`src/rtl/fp_div_iter_pkg.sv`:
```
// Shared definitions for the iterative single-precision divider: width and
// constant macros (the archerdefs set), FSM state encodings, the operand
// classification record and a float packing helper.
// Optional feature macro: FDIV_FLAGS_EN (adds the {NV,DZ,OF,UF,NX} flags port).
`ifndef ARCHERDEFS_V
`define ARCHERDEFS_V
`define XLEN          32
`define FP_CANON_NAN  32'h7FC00000
`define FP_BIAS       127
`define FDIV_ITERS    25
`define FDIV_LATENCY  26
`define FLAG_NV       4
`define FLAG_DZ       3
`define FLAG_OF       2
`define FLAG_UF       1
`define FLAG_NX       0
`endif

package fp_div_iter_pkg;

    localparam logic [1:0] ST_IDLE    = 2'd0;
    localparam logic [1:0] ST_DIVIDE  = 2'd1;
    localparam logic [1:0] ST_NORM    = 2'd2;
    localparam logic [1:0] ST_SPECIAL = 2'd3;

    // Last iteration index of the restoring divide loop.
    localparam logic [4:0] LAST_ITER = 5'(`FDIV_ITERS - 1);

    // Unpacked view of one IEEE-754 single operand.
    typedef struct packed {
        logic        sign;
        logic [7:0]  exp;
        logic [23:0] mant;     // hidden bit included
        logic        is_zero;  // exponent 0: zeros and flushed denormals
        logic        is_inf;
        logic        is_nan;
    } fp_class_t;

    // Assemble a single-precision word from its fields.
    function automatic logic [31:0] pack_fp(input logic sign,
                                            input logic [7:0] exp,
                                            input logic [22:0] mant);
        return {sign, exp, mant};
    endfunction

endpackage

```
`src/rtl/fp_div_iter_classify.sv`:
```
// fp_classify: combinational unpack of one single-precision operand into sign,
// exponent, mantissa with hidden bit and zero/inf/NaN class. Denormals are
// treated as zero (flush-to-zero), matching the FPU.
import fp_div_iter_pkg::*;

module fp_classify (
    input  logic [31:0] op,
    output fp_class_t   cls
);

    // Split the fields and derive the operand class.
    always_comb begin
        cls.sign    = op[31];
        cls.exp     = op[30:23];
        cls.mant    = {1'b1, op[22:0]};
        cls.is_zero = (op[30:23] == 8'h00);
        cls.is_inf  = (op[30:23] == 8'hFF) && (op[22:0] == 23'h000000);
        cls.is_nan  = (op[30:23] == 8'hFF) && (op[22:0] != 23'h000000);
    end

endmodule

```
`src/rtl/fp_div_iter.sv`:
```
// fp_div_iter: iterative fdiv.s beside the combinational FPU. Restoring
// division, one quotient bit per cycle (25 iterations), then a normalise
// cycle; special operands take a one-cycle fast path. Truncation rounding,
// flush-to-zero, canonical NaN.
// Optional feature macro: FDIV_FLAGS_EN adds the 5-bit {NV,DZ,OF,UF,NX}
// flags output; result, busy, done and latency are the same either way.
import fp_div_iter_pkg::*;

module fp_div_iter (
    input  logic              clk,
    input  logic              rst,
    input  logic              start,
    input  logic [`XLEN-1:0]  inputA,
    input  logic [`XLEN-1:0]  inputB,
    output logic              busy,
    output logic              done,
    output logic [`XLEN-1:0]  result
`ifdef FDIV_FLAGS_EN
    ,
    output logic [4:0]        flags
`endif
);

    fp_class_t cls_a_s;
    fp_class_t cls_b_s;

    fp_classify u_cls_a (.op(inputA), .cls(cls_a_s));
    fp_classify u_cls_b (.op(inputB), .cls(cls_b_s));

    logic [1:0]         state_q,    state_d;
    logic [4:0]         cnt_q,      cnt_d;
    logic [24:0]        rem_q,      rem_d;
    logic [23:0]        divisor_q,  divisor_d;
    logic [24:0]        quo_q,      quo_d;
    logic signed [9:0]  exp_q,      exp_d;
    logic               sign_q,     sign_d;
    logic [31:0]        spec_res_q, spec_res_d;
    logic               busy_q,     busy_d;
    logic               done_q,     done_d;
    logic [31:0]        result_q,   result_d;

    logic               special_s;
    logic [31:0]        spec_val_s;
    logic [31:0]        norm_val_s;
    logic [24:0]        rem_sub_s;
    logic               qbit_s;
    logic signed [9:0]  exp_norm_s;
    logic [22:0]        mant_norm_s;
    logic               inexact_s;

`ifdef FDIV_FLAGS_EN
    logic [4:0]         spec_flags_q, spec_flags_d;
    logic [4:0]         flags_q,      flags_d;
    logic [4:0]         spec_fl_s;
    logic [4:0]         norm_fl_s;
`endif

    // Fast-path decision and value for the operands presented with start.
    always_comb begin
        logic nan_s;
        logic sgn_s;
        nan_s = cls_a_s.is_nan | cls_b_s.is_nan
              | (cls_a_s.is_zero & cls_b_s.is_zero)
              | (cls_a_s.is_inf & cls_b_s.is_inf);
        sgn_s = cls_a_s.sign ^ cls_b_s.sign;
        special_s = nan_s | cls_a_s.is_inf | cls_b_s.is_inf
                  | cls_a_s.is_zero | cls_b_s.is_zero;
        spec_val_s = 32'h00000000;
`ifdef FDIV_FLAGS_EN
        spec_fl_s = 5'b00000;
`endif
        if (nan_s) begin
            spec_val_s = `FP_CANON_NAN;
`ifdef FDIV_FLAGS_EN
            spec_fl_s[`FLAG_NV] = 1'b1;
`endif
        end else if (cls_a_s.is_inf) begin
            spec_val_s = pack_fp(sgn_s, 8'hFF, 23'h000000);
        end else if (cls_b_s.is_zero) begin
            spec_val_s = pack_fp(sgn_s, 8'hFF, 23'h000000);
`ifdef FDIV_FLAGS_EN
            spec_fl_s[`FLAG_DZ] = 1'b1;
`endif
        end else if (cls_a_s.is_zero | cls_b_s.is_inf) begin
            spec_val_s = pack_fp(sgn_s, 8'h00, 23'h000000);
        end else begin
            spec_val_s = 32'h00000000;
        end
    end

    // One restoring-division step: trial subtract of the divisor.
    always_comb begin
        if (rem_q >= {1'b0, divisor_q}) begin
            rem_sub_s = rem_q - {1'b0, divisor_q};
            qbit_s    = 1'b1;
        end else begin
            rem_sub_s = rem_q;
            qbit_s    = 1'b0;
        end
    end

    // Normalise the 25-bit quotient (q[24] has weight 1) and range-check.
    always_comb begin
        logic lost_s;
        if (quo_q[24]) begin
            mant_norm_s = quo_q[23:1];
            exp_norm_s  = exp_q;
            lost_s      = quo_q[0];
        end else begin
            mant_norm_s = quo_q[22:0];
            exp_norm_s  = exp_q - 10'sd1;
            lost_s      = 1'b0;
        end
        inexact_s = lost_s | (rem_q != 25'h0000000);
`ifdef FDIV_FLAGS_EN
        norm_fl_s = 5'b00000;
`endif
        if (exp_norm_s >= 10'sd255) begin
            norm_val_s = pack_fp(sign_q, 8'hFF, 23'h000000);
`ifdef FDIV_FLAGS_EN
            norm_fl_s[`FLAG_OF] = 1'b1;
            norm_fl_s[`FLAG_NX] = 1'b1;
`endif
        end else if (exp_norm_s <= 10'sd0) begin
            norm_val_s = pack_fp(sign_q, 8'h00, 23'h000000);
`ifdef FDIV_FLAGS_EN
            norm_fl_s[`FLAG_UF] = 1'b1;
            norm_fl_s[`FLAG_NX] = 1'b1;
`endif
        end else begin
            norm_val_s = pack_fp(sign_q, exp_norm_s[7:0], mant_norm_s);
`ifdef FDIV_FLAGS_EN
            norm_fl_s[`FLAG_NX] = inexact_s;
`endif
        end
    end

    // Sequencer: accept, iterate, normalise or take the fast path.
    always_comb begin
        state_d    = state_q;
        cnt_d      = cnt_q;
        rem_d      = rem_q;
        divisor_d  = divisor_q;
        quo_d      = quo_q;
        exp_d      = exp_q;
        sign_d     = sign_q;
        spec_res_d = spec_res_q;
        busy_d     = busy_q;
        done_d     = 1'b0;
        result_d   = result_q;
`ifdef FDIV_FLAGS_EN
        spec_flags_d = spec_flags_q;
        flags_d      = flags_q;
`endif
        case (state_q)
            ST_IDLE: begin
                if (start) begin
                    busy_d = 1'b1;
                    sign_d = cls_a_s.sign ^ cls_b_s.sign;
                    if (special_s) begin
                        state_d    = ST_SPECIAL;
                        spec_res_d = spec_val_s;
`ifdef FDIV_FLAGS_EN
                        spec_flags_d = spec_fl_s;
`endif
                    end else begin
                        state_d   = ST_DIVIDE;
                        cnt_d     = 5'd0;
                        rem_d     = {1'b0, cls_a_s.mant};
                        divisor_d = cls_b_s.mant;
                        quo_d     = 25'h0000000;
                        exp_d     = $signed({2'b00, cls_a_s.exp})
                                  - $signed({2'b00, cls_b_s.exp})
                                  + 10'sd127;
                    end
                end else begin
                    state_d = ST_IDLE;
                end
            end
            ST_DIVIDE: begin
                // rem_sub < divisor < 2^24, so the shift never drops a one.
                rem_d = {rem_sub_s[23:0], 1'b0};
                quo_d = {quo_q[23:0], qbit_s};
                if (cnt_q == LAST_ITER) begin
                    state_d = ST_NORM;
                    cnt_d   = 5'd0;
                end else begin
                    cnt_d = cnt_q + 5'd1;
                end
            end
            ST_NORM: begin
                result_d = norm_val_s;
                done_d   = 1'b1;
                busy_d   = 1'b0;
                state_d  = ST_IDLE;
`ifdef FDIV_FLAGS_EN
                flags_d = norm_fl_s;
`endif
            end
            ST_SPECIAL: begin
                result_d = spec_res_q;
                done_d   = 1'b1;
                busy_d   = 1'b0;
                state_d  = ST_IDLE;
`ifdef FDIV_FLAGS_EN
                flags_d = spec_flags_q;
`endif
            end
            default: begin
                state_d = ST_IDLE;
                busy_d  = 1'b0;
            end
        endcase
    end

    // State and datapath registers with synchronous reset.
    always_ff @(posedge clk) begin
        if (rst) begin
            state_q    <= ST_IDLE;
            cnt_q      <= 5'd0;
            rem_q      <= 25'h0000000;
            divisor_q  <= 24'h000000;
            quo_q      <= 25'h0000000;
            exp_q      <= 10'sd0;
            sign_q     <= 1'b0;
            spec_res_q <= 32'h00000000;
            busy_q     <= 1'b0;
            done_q     <= 1'b0;
            result_q   <= 32'h00000000;
        end else begin
            state_q    <= state_d;
            cnt_q      <= cnt_d;
            rem_q      <= rem_d;
            divisor_q  <= divisor_d;
            quo_q      <= quo_d;
            exp_q      <= exp_d;
            sign_q     <= sign_d;
            spec_res_q <= spec_res_d;
            busy_q     <= busy_d;
            done_q     <= done_d;
            result_q   <= result_d;
        end
    end

`ifdef FDIV_FLAGS_EN
    // Exception flag registers, updated alongside result.
    always_ff @(posedge clk) begin
        if (rst) begin
            spec_flags_q <= 5'b00000;
            flags_q      <= 5'b00000;
        end else begin
            spec_flags_q <= spec_flags_d;
            flags_q      <= flags_d;
        end
    end

    assign flags = flags_q;
`endif

    assign busy   = busy_q;
    assign done   = done_q;
    assign result = result_q;

endmodule
```
`config.mk`:
```
export PLATFORM = sky130hd
export DESIGN_NAME = fp_div_iter
export DESIGN_NICKNAME = d
export VERILOG_FILES = /design/src/rtl/fp_div_iter_pkg.sv /design/src/rtl/fp_div_iter_classify.sv /design/src/rtl/fp_div_iter.sv
export SDC_FILE = /design/constraint.sdc
export NUM_CORES = 1
export LEC_CHECK = 0
export CAP_MARGIN = 15
export CORE_ASPECT_RATIO = 0.8
export CORE_MARGIN = 1.5
export CORE_UTILIZATION = 56
export DETAILED_ROUTE_END_ITERATION = 8
export HOLD_SLACK_MARGIN = 0.02
export PLACE_DENSITY = 0.81
export REMOVE_ABC_BUFFERS = 1
export SLEW_MARGIN = 30
export SYNTH_ARGS = -nofsm -noshare
export SYNTH_HDL_FRONTEND = slang
export SYNTH_SLANG_ARGS = --single-unit
```
`constraint.sdc`:
```
create_clock -name clk -period 4.2 [get_ports clk]
set_clock_uncertainty 0.2 [all_clocks]
set_input_delay 0.42 -clock clk [delete_from_list [all_inputs] [get_ports clk]]
set_output_delay 0.42 -clock clk [all_outputs]
set_load 0.01 [all_outputs]
```
== After elaboration in Yosys (flattened, before gate mapping) ==
Cells that the tools add are included.
W data, S select, Z words.
Word-level totals
  flip-flop bits (word level): 158
  input port bits: 67
Operators by class
  order comparisons: 3
  add/sub/neg operators: 5
  bitwise logic cells: 12
  mux-type cells: 28
  equal/unequal tests: 9
  reductions and logical operators: 20
Operators by type and width (count)
  $mux W32: 4
  $mux W25: 4
  $pmux W25 S2: 2
  $pmux W32 S2: 1
  $mux W31: 2
  $logic_not A23 Y1: 2
  $reduce_bool A23 Y1: 2
  $ge A25 B24 Y1: 1
  $mux W24: 1
  $sub A24 B24 Y24: 1
  $mux W23: 1
  $eq A8 B8 Y1 const B: 2
  $logic_not A8 Y1: 2
  $mux W5: 3
  $add A9 B8 Y10 const B: 1
  $ge A10 B9 Y1 const B: 1
  $le A10 B1 Y1 const B: 1
  $mux W10: 1
  $pmux W5 S2: 1
  $sub A10 B2 Y10 const B: 1
  $reduce_and A3 Y1: 3
  $sub A8 B8 Y9: 1
  $or A1 B1 Y1: 8
  $mux W2: 3
  other kinds (16): 28

== Logic depth before layout (Yosys ltp) ==
Gate-level depths: netlist of run 1.
  word-level depth: 12
  gate-level depth with buffers: 12
  gate-level depth less buffers: 11

== Modules after synthesis ==
A second synthesis of run 1 with hierarchy kept.
Second synthesis, totals
  cell total of the unflattened synthesis: 1087
  area, all modules: 8389.3 um2
Modules (own cells, without submodules)
  fp_div_iter: area each 7688.6 um2, cells an instance 987, instances 1
  fp_classify: area each 350.3 um2, cells an instance 50, instances 2

== Worst setup path before layout of run 1 ==
No wires, ideal clock.
  path kind: reg-to-reg
  start: register exp_q[0]
  end: register result_q[2] (netlist: result[2])
  slack: 1.277 ns
  required time: 3.930 ns
  cell stages (with the launch flop): 13
  arrival time: 2.653 ns
  library setup time: 0.070 ns
  period minus slack after synthesis: 2.923 ns
  cell sequence: dfxtp_1 -> buf_2 -> inv_1 -> ha_1 -> or4b_4 -> or3_1 -> nor3_1 -> xnor2_1 -> o41ai_2 -> nor3_2 -> buf_4 -> nand3_1 -> a21oi_1
Between the ends
  word-level cells in the longest chain between the ends: 6
  elaborated cells on any way between the ends: 7
RTL lines
  start, declared: RTL line fp_div_iter.sv:35  | logic signed [9:0] exp_q, exp_d;
  start signal, assigned: RTL line fp_div_iter.sv:236  | exp_q <= exp_d;
  $sub A10 B2 Y10: RTL line fp_div_iter.sv:111  | exp_norm_s = exp_q - 10'sd1;
  $mux W10 (*): RTL line fp_div_iter.sv:105  | if (quo_q[24]) begin
  $le A10 B1 Y1: RTL line fp_div_iter.sv:124  | end else if (exp_norm_s <= 10'sd0) begin
  $mux W31: RTL line fp_div_iter.sv:124
  $mux W31 (*): RTL line fp_div_iter.sv:118  | if (exp_norm_s >= 10'sd255) begin
  $pmux W32 S2 (*): RTL line fp_div_iter.sv:155  | case (state_q)
  end signal, assigned: RTL line fp_div_iter.sv:241  | result_q <= result_d;
  end, declared: RTL line fp_div_iter.sv:40  | logic [31:0] result_q, result_d;
Mark *: on every way between the ends. The rest lies on a longest branch, timed or not.
A chain may end at the register's enable or synchronous reset.

== Final worst setup path of run 1 ==
  start: input port inputA[23]
  end: register exp_q[9]
Between the ends
  word-level cells in the longest chain between the ends: 11
  elaborated cells on any way between the ends: 17
RTL lines
  start, declared: RTL line fp_div_iter.sv:13  | input logic [`XLEN-1:0] inputA,
  parallel branches: the longest is 11 deep, another holds $add A9 B8 Y10
Parallel ways; which one is timed is not known.

==> results of run 1 <==
report_power, final:
| part | switching [mW] | total (mW) | internal [mW] |
|---|---|---|---|
| registers | 0.0769 | 1.38 | 1.31 |
| logic | 0.899 | 1.56 | 0.664 |
| clock network | 0.572 | 1.57 | 1.00 |
through the flow:
step                worst slack (ps)  cells  instance area [sq um]
floorplan                      469.8    955                   7610
global route                   649.9   1282                   9604
detailed placement             479.3   1250                   8972
CTS                            920.2   1282                   9604
global placement               585.4   1250                   8972
finish                         871.7   1282                   9604
routing by layer:
layer  share of wire (%)  global-route usage, %
met5                   0                      0
met4                 2.2                  11.06
met3                 7.0                  5.300
met2                  44                  43.22
met1                  47                  38.85
area by class of cell:
class                      count  area [sq um]  area share, %
sequential                   129          2582          26.89
clock buffer                  18         429.2          4.468
clock inverter                14         202.7          2.110
inverter                      48         180.2          1.876
tap                          180         225.2          2.345
multi-input combinational    778          4861          50.61
timing repair buffer         115          1124          11.70
kinds of logic (layout without fill, tap and decap cells):
family                   after synthesis  count (layout)  share of synthesized area (%)
AO/OA/AOI/OAI                        267             267                          21.61
XOR/XNOR                              35              35                          3.894
adder cells (fa/ha/maj)               38              38                          6.230
buffers and inverters                113             195                          5.626
flip-flops                           129             129                          32.80
multiplexers                          44              44                          5.976
AND/OR/NAND/NOR                      394             394                          23.86
registers in the layout (all words and copies together) (netlist names):
signal	count
cnt_q	5
result	32
busy	1
state_q	2
rem_q	25
done	1
spec_res_q	3
sign_q	1
quo_q	25
divisor_q	24
exp_q	10
how the worst max path moves through the flow:
stage	from	end	depth (start not counted)
global placement	inputA[23]	exp_q[9]	12
global route	inputA[23]	exp_q[9]	12
CTS	inputA[23]	exp_q[9]	12
finish	inputA[23]	exp_q[9]	12
floorplan	state_q[1]	rem_q[16]	6
detailed placement	inputA[23]	exp_q[9]	12
cell usage in the layout (no fill, tap or decap), types with 5 or more instances in the layout:
cell type,netlist,routed
buf_4,2,15
a22oi_1,7,7
a211oi_1,10,10
nand2b_1,27,26
xor2_1,15,15
nand4_1,11,11
clkdlybuf4s50_1,0,99
a311oi_1,6,6
a21oi_1,123,123
nor4_1,19,19
a21o_1,6,6
nand3_1,59,59
a31o_2,19,19
mux2_2,24,24
dfxtp_1,129,129
o31a_1,7,7
clkbuf_16,0,17
or3_1,7,7
inv_1,48,48
nor2_1,59,57
nor3_1,13,13
ha_1,36,36
o21a_1,9,9
a211o_1,5,5
xnor2_1,20,20
nand2_1,161,161
mux2i_1,20,20
a31oi_1,7,7
and3_1,6,6
nor2b_1,10,10
o22ai_1,5,5
o21ai_0,31,31
==> out/results.tsv, run 1 <==
metric	value	unit
CTS H-Tree Depth	4	
Worst Path Required	4350	ps
cts hold-fix bufs	0	
Post-CTS Resized	0	
aggregate global-route resource usage	28.07	%
period utilization	79.25	%
number of synthesized flops with an enable pin	0	
register area share after synthesis	32.80	%
status	finished, final reports clean	
Core ar.	13650	sq um
post-route setup TNS	0	ps
Pins Over Slew Limit	0	
Worst path slowest cell	clkdlybuf4s50_1	
Layout area overhead	22.00	%
most used flip-flop cell after synthesis	dfxtp_1	
Wirelength per Cell	15.55	um
post-synthesis instance total	1020	
most area-hungry cell type in the Yosys netlist	dfxtp_1	
largest net degree at the start of global routing	106	
PortBufs	100	
die width	135.6	um
Top delay family on crit path	compound AO/OA/AOI/OAI gates	
Root Buffer	clkbuf_16	
fmax	300.5	MHz
RSZ-0062 raised after global routing	false	
DRT iter0 DRCs	627	
Rel. slew slack	47.66	%
critical-path cell list	clkdlybuf4s50_1 > inv_1 > ha_1 > fa_1 > nor2b_1 > o21a_1 > o21ai_0 > a22oi_1 > o21ai_0 > o311ai_1 > or3b_1 > a21oi_1	
HP Class	primary input to flip-flop	
layout cell share with drive strength beyond 1	9.619	%
Min-Delay Startpoint	rst	
Critical path buffers and inverters	2	
Post-synth top cells	nand2_1 (161), dfxtp_1 (129), a21oi_1 (123)	
number of global-route vias before repair	6874	
Max Cap Violations	0	
Die ar.	14780	sq um
CTS tree	built	
Synth top area share	32.80	%
Reg2Reg Depth	11	
most common cell in the netlist	nand2_1	
Leak	3.594	nW
synth warn	0	
actual slew at the worst max-slew pin	784.3	ps
vias per cell	5.938	
Core Util, Final	70.38	%
total CTS buffers	17	
Mapped Area	7873	sq um
ANT cells	0	
Total Nets Final	1194	
post-CTS setup buffer count	0	
detailed-route via count	7612	
drt pass-1 iters	5	
Setup crit end kind	flip-flop	
crit path max fanout	6	
flop2flop setup slack	920	ps
initial antenna violation count	0	
Period minus WS final	3328	ps
worst r2r dst	result[22]	
FF+latch count, synth	129	
first-pass GRT wire length	33070	um
Final setup viols	0	
Filler cells	1122	
CTS clk-pin slew, worst paths	60	ps
DP HPWL	14030	um
Starting Density	57.69	%
clock sinks	129	
grt ovf	0	
hold path cells	2	
crit path kind	primary input to flip-flop	
most used cell, CP	o21ai_0	
Core Rows	38	
Hold Fails Final Rpt	0	
Worst path max stage delay	520	ps
drt drc	0	
leading post-synthesis cells by cell area	dfxtp_1 (33%), a21oi_1 (7.8%), nand2_1 (7.7%)	
Die Height	109.1	um
pwr/cell area	470.8	nW/um^2
syn avg cell area	7.718	sq um
Worst EP arrival	3480	ps
overall power	4.522	mW
clock tree buffer depth	2	
hold_ws	172.2	ps
Clk Latency, worst-skew pair	420	ps
DRT antenna net count	0	
Reg-to-Reg Start	exp_q[0]	
RD Place Congestion	0.8902	
type of origin of the critical path	primary input	
Post-synth ARST share	0	%
final WL	19930	um
Boundary Pins	101	
synth unique cells	66	
peak supply drop	351.2	uV
Hold EP	result[27]	
Power figures use the tool's default switching activity.
==> run 2: changes to the inputs <==
CORE_UTILIZATION = 51   (was 56)
PLACE_DENSITY = 0.77   (was 0.81)
clock period = 2.9 ns   (was 4.2 ns; I/O delays follow)
==> run 2 against run 1 <==
  * The flow now finishes with violations (setup timing)
  * Global-route usage fell by 1.2 points
  * Final area up 10%
  * First-iteration DRC count is 28% lower
  * Sequential cell count did not move
  * Clock power up 35%
  * Register-to-register slack got worse by 1000 ps
  * Combinational power up 85%
  * Hold slack got worse by 120 ps
  * Sequential power is 45% higher
  * Critical path type is now flip-flop to flip-flop
  * Highest routed layer unchanged
==> out/results.tsv, run 2 (same netlist as run 1, synthesis figures left out) <==
metric	value	unit
clock tree buffer depth	2	
Hold Fails Final Rpt	0	
Largest register FFs	32	
total CTS buffers	17	
RD Place Congestion	0.9590	
aggregate global-route resource usage	26.89	%
vias per cell	5.688	
Wirelength per Cell	15.71	um
most common cell after layout, fill and taps aside	nand2_1	
Root Buffer	clkbuf_16	
crit path max fanout	5	
Int Pwr	4.618	mW
Layout area overhead	34.30	%
Final setup viols	27	
clock sinks	129	
design area	10570	sq um
Setup crit end kind	flip-flop	
first-pass GRT wire length	34890	um
DP HPWL	15160	um
sequential share of power	28.6	%
Die ar.	16200	sq um
CTS clk-pin slew, worst paths	60	ps
die width	141.9	um
type of origin of the critical path	flip-flop	
ANT cells	0	
Max Cap Violations	0	
clock network power share	30.2	%
period utilization	102.9	%
pwr/cell area	662.9	nW/um^2
CTS H-Tree Depth	4	
Clk Latency, worst-skew pair	420	ps
actual slew at the worst max-slew pin	663.3	ps
number of global-route vias before repair	7170	
most frequent cells in the layout	nand2_1 (161), dfxtp_1 (125), a21oi_1 (109), clkdlybuf4s50_1 (97), buf_4 (87)	
initial antenna violation count	0	
DP Area	9488	sq um
CTS tree	built	
Hold EP	divisor_q[14]	
failing checks	setup timing	
overall power	7.009	mW
HP Class	primary input to flip-flop	
Rel. slew slack	55.20	%
Period minus WS final	2983	ps
post-route setup TNS	-1275	ps
PortBufs	100	
switching part of the total	34.11	%
hold path cells	2	
detailed-route via count	7912	
Worst Path Required	2990	ps
fmax	335.3	MHz
NetSw	2.391	mW
met1 Resource Use GR	36.27	%
logic gate share of total power	41.2	%
cts hold-fix bufs	0	
peak supply drop	499.1	uV
Core Rows	40	
RSZ-0062 raised after global routing	true	
largest net degree at the start of global routing	58	
drt pass-1 iters	5	
drt drc	0	
worst r2r dst	result[4]	
Min-Delay Startpoint	rst	
Pins Over Slew Limit	0	
grt peak-use layer	met2	
flop2flop setup slack	-80	ps
Starting Density	52.26	%
grt ovf	0	
final WL	21850	um
Final WS setup	-82.83	ps
Place WS	-559.4	ps
Reg2Reg Depth	12	
layout cell share with drive strength beyond 1	20.49	%
Total Nets Final	1275	
Worst EP arrival	3080	ps
Die Height	114.1	um
Reg-to-Reg Start	exp_q[0]	
met3 usage	5.688	%
DRT iter0 DRCs	449	
met2 Usage GRT	42.93	%
status	complete, but fails checks	
Core ar.	15060	sq um
crit path kind	flip-flop to flip-flop	
Leak	4.040	nW
DRT antenna net count	0	
Boundary Pins	101	
[run 2: layer usage]
layer / wire [um] / share of wire [%]
met5: 0 / 0
met1: 10250 / 47
met4: 459 / 2.1
met3: 1148 / 5.3
met2: 9991 / 46
[run 2: worst max path at each step]
stage | startpoint | end | slack, ps | depth (start not counted)
4_1_cts | exp_q[1] | result[25] | -70 | 11
3_5_place_dp | inputA[23] | exp_q[9] | -560 | 12
2_1_floorplan | state_q[1] | rem_q[16] | -830 | 6
6_report | exp_q[0] | result[4] | -80 | 12
5_1_grt | exp_q[0] | result[25] | -190 | 11
3_3_place_gp | inputA[23] | exp_q[9] | -420 | 12
[run 2: power groups by stage]
stage                     clock network (mW)  registers (mW)  logic, mW
after floorplan                            0            2.02       1.60
after global placement                     0            2.03       2.42
after detailed placement                   0            2.03       2.46
after CTS                               2.14            1.99       2.61
after global routing                    2.22            2.02       3.13
final                                   2.12            2.00       2.89
[run 2: what timing repair did]
| item | 4_1_cts | 5_1_grt |
|---|---|---|
| buffers inserted | 9 | 9 |
| gates cloned | 2 | 0 |
| endpoints found under the setup margin | 28 | 53 |
| gates resized for setup | 28 | 60 |
| pin swaps | 12 | 34 |
[run 2: final cells by class]
class / instances / area [sq um]
tap: 210 / 262.8
fill: 1205 / 4492
clock buffer: 22 / 474.2
clock inverter: 8 / 105.1
multi-input combinational: 778 / 5184
sequential: 129 / 2587
inverter: 48 / 180.2
timing repair buffer: 196 / 1779
[run 2: stage by stage]
stage          std cells  hold slack (ps)  utilization (%)
2_1_floorplan        955            159.1                -
3_3_place_gp        1343            242.9            62.98
3_5_place_dp        1343            246.5            62.98
4_1_cts             1383            33.78            68.02
5_1_grt             1391            37.24            70.18
6_report            1391            55.91            70.18
[run 2: worst max-delay path, cell delays in order, from the launching register on]
cell and delay (ps):
dfxtp_2 330, inv_2 70, ha_4 130, or4b_4 460, or3_4 430, a21oi_2 140
a41oi_2 70, o41ai_4 490, nor3_4 70, buf_12 150, buf_6 130, nand3_1 120
a21oi_2 70
==> run 3: changes to the inputs <==
CTS_CLUSTER_DIAMETER = 80   (was unset)
==> results of run 3 <==
No change in the layout: final DEF, timing and power equal those of run 2.
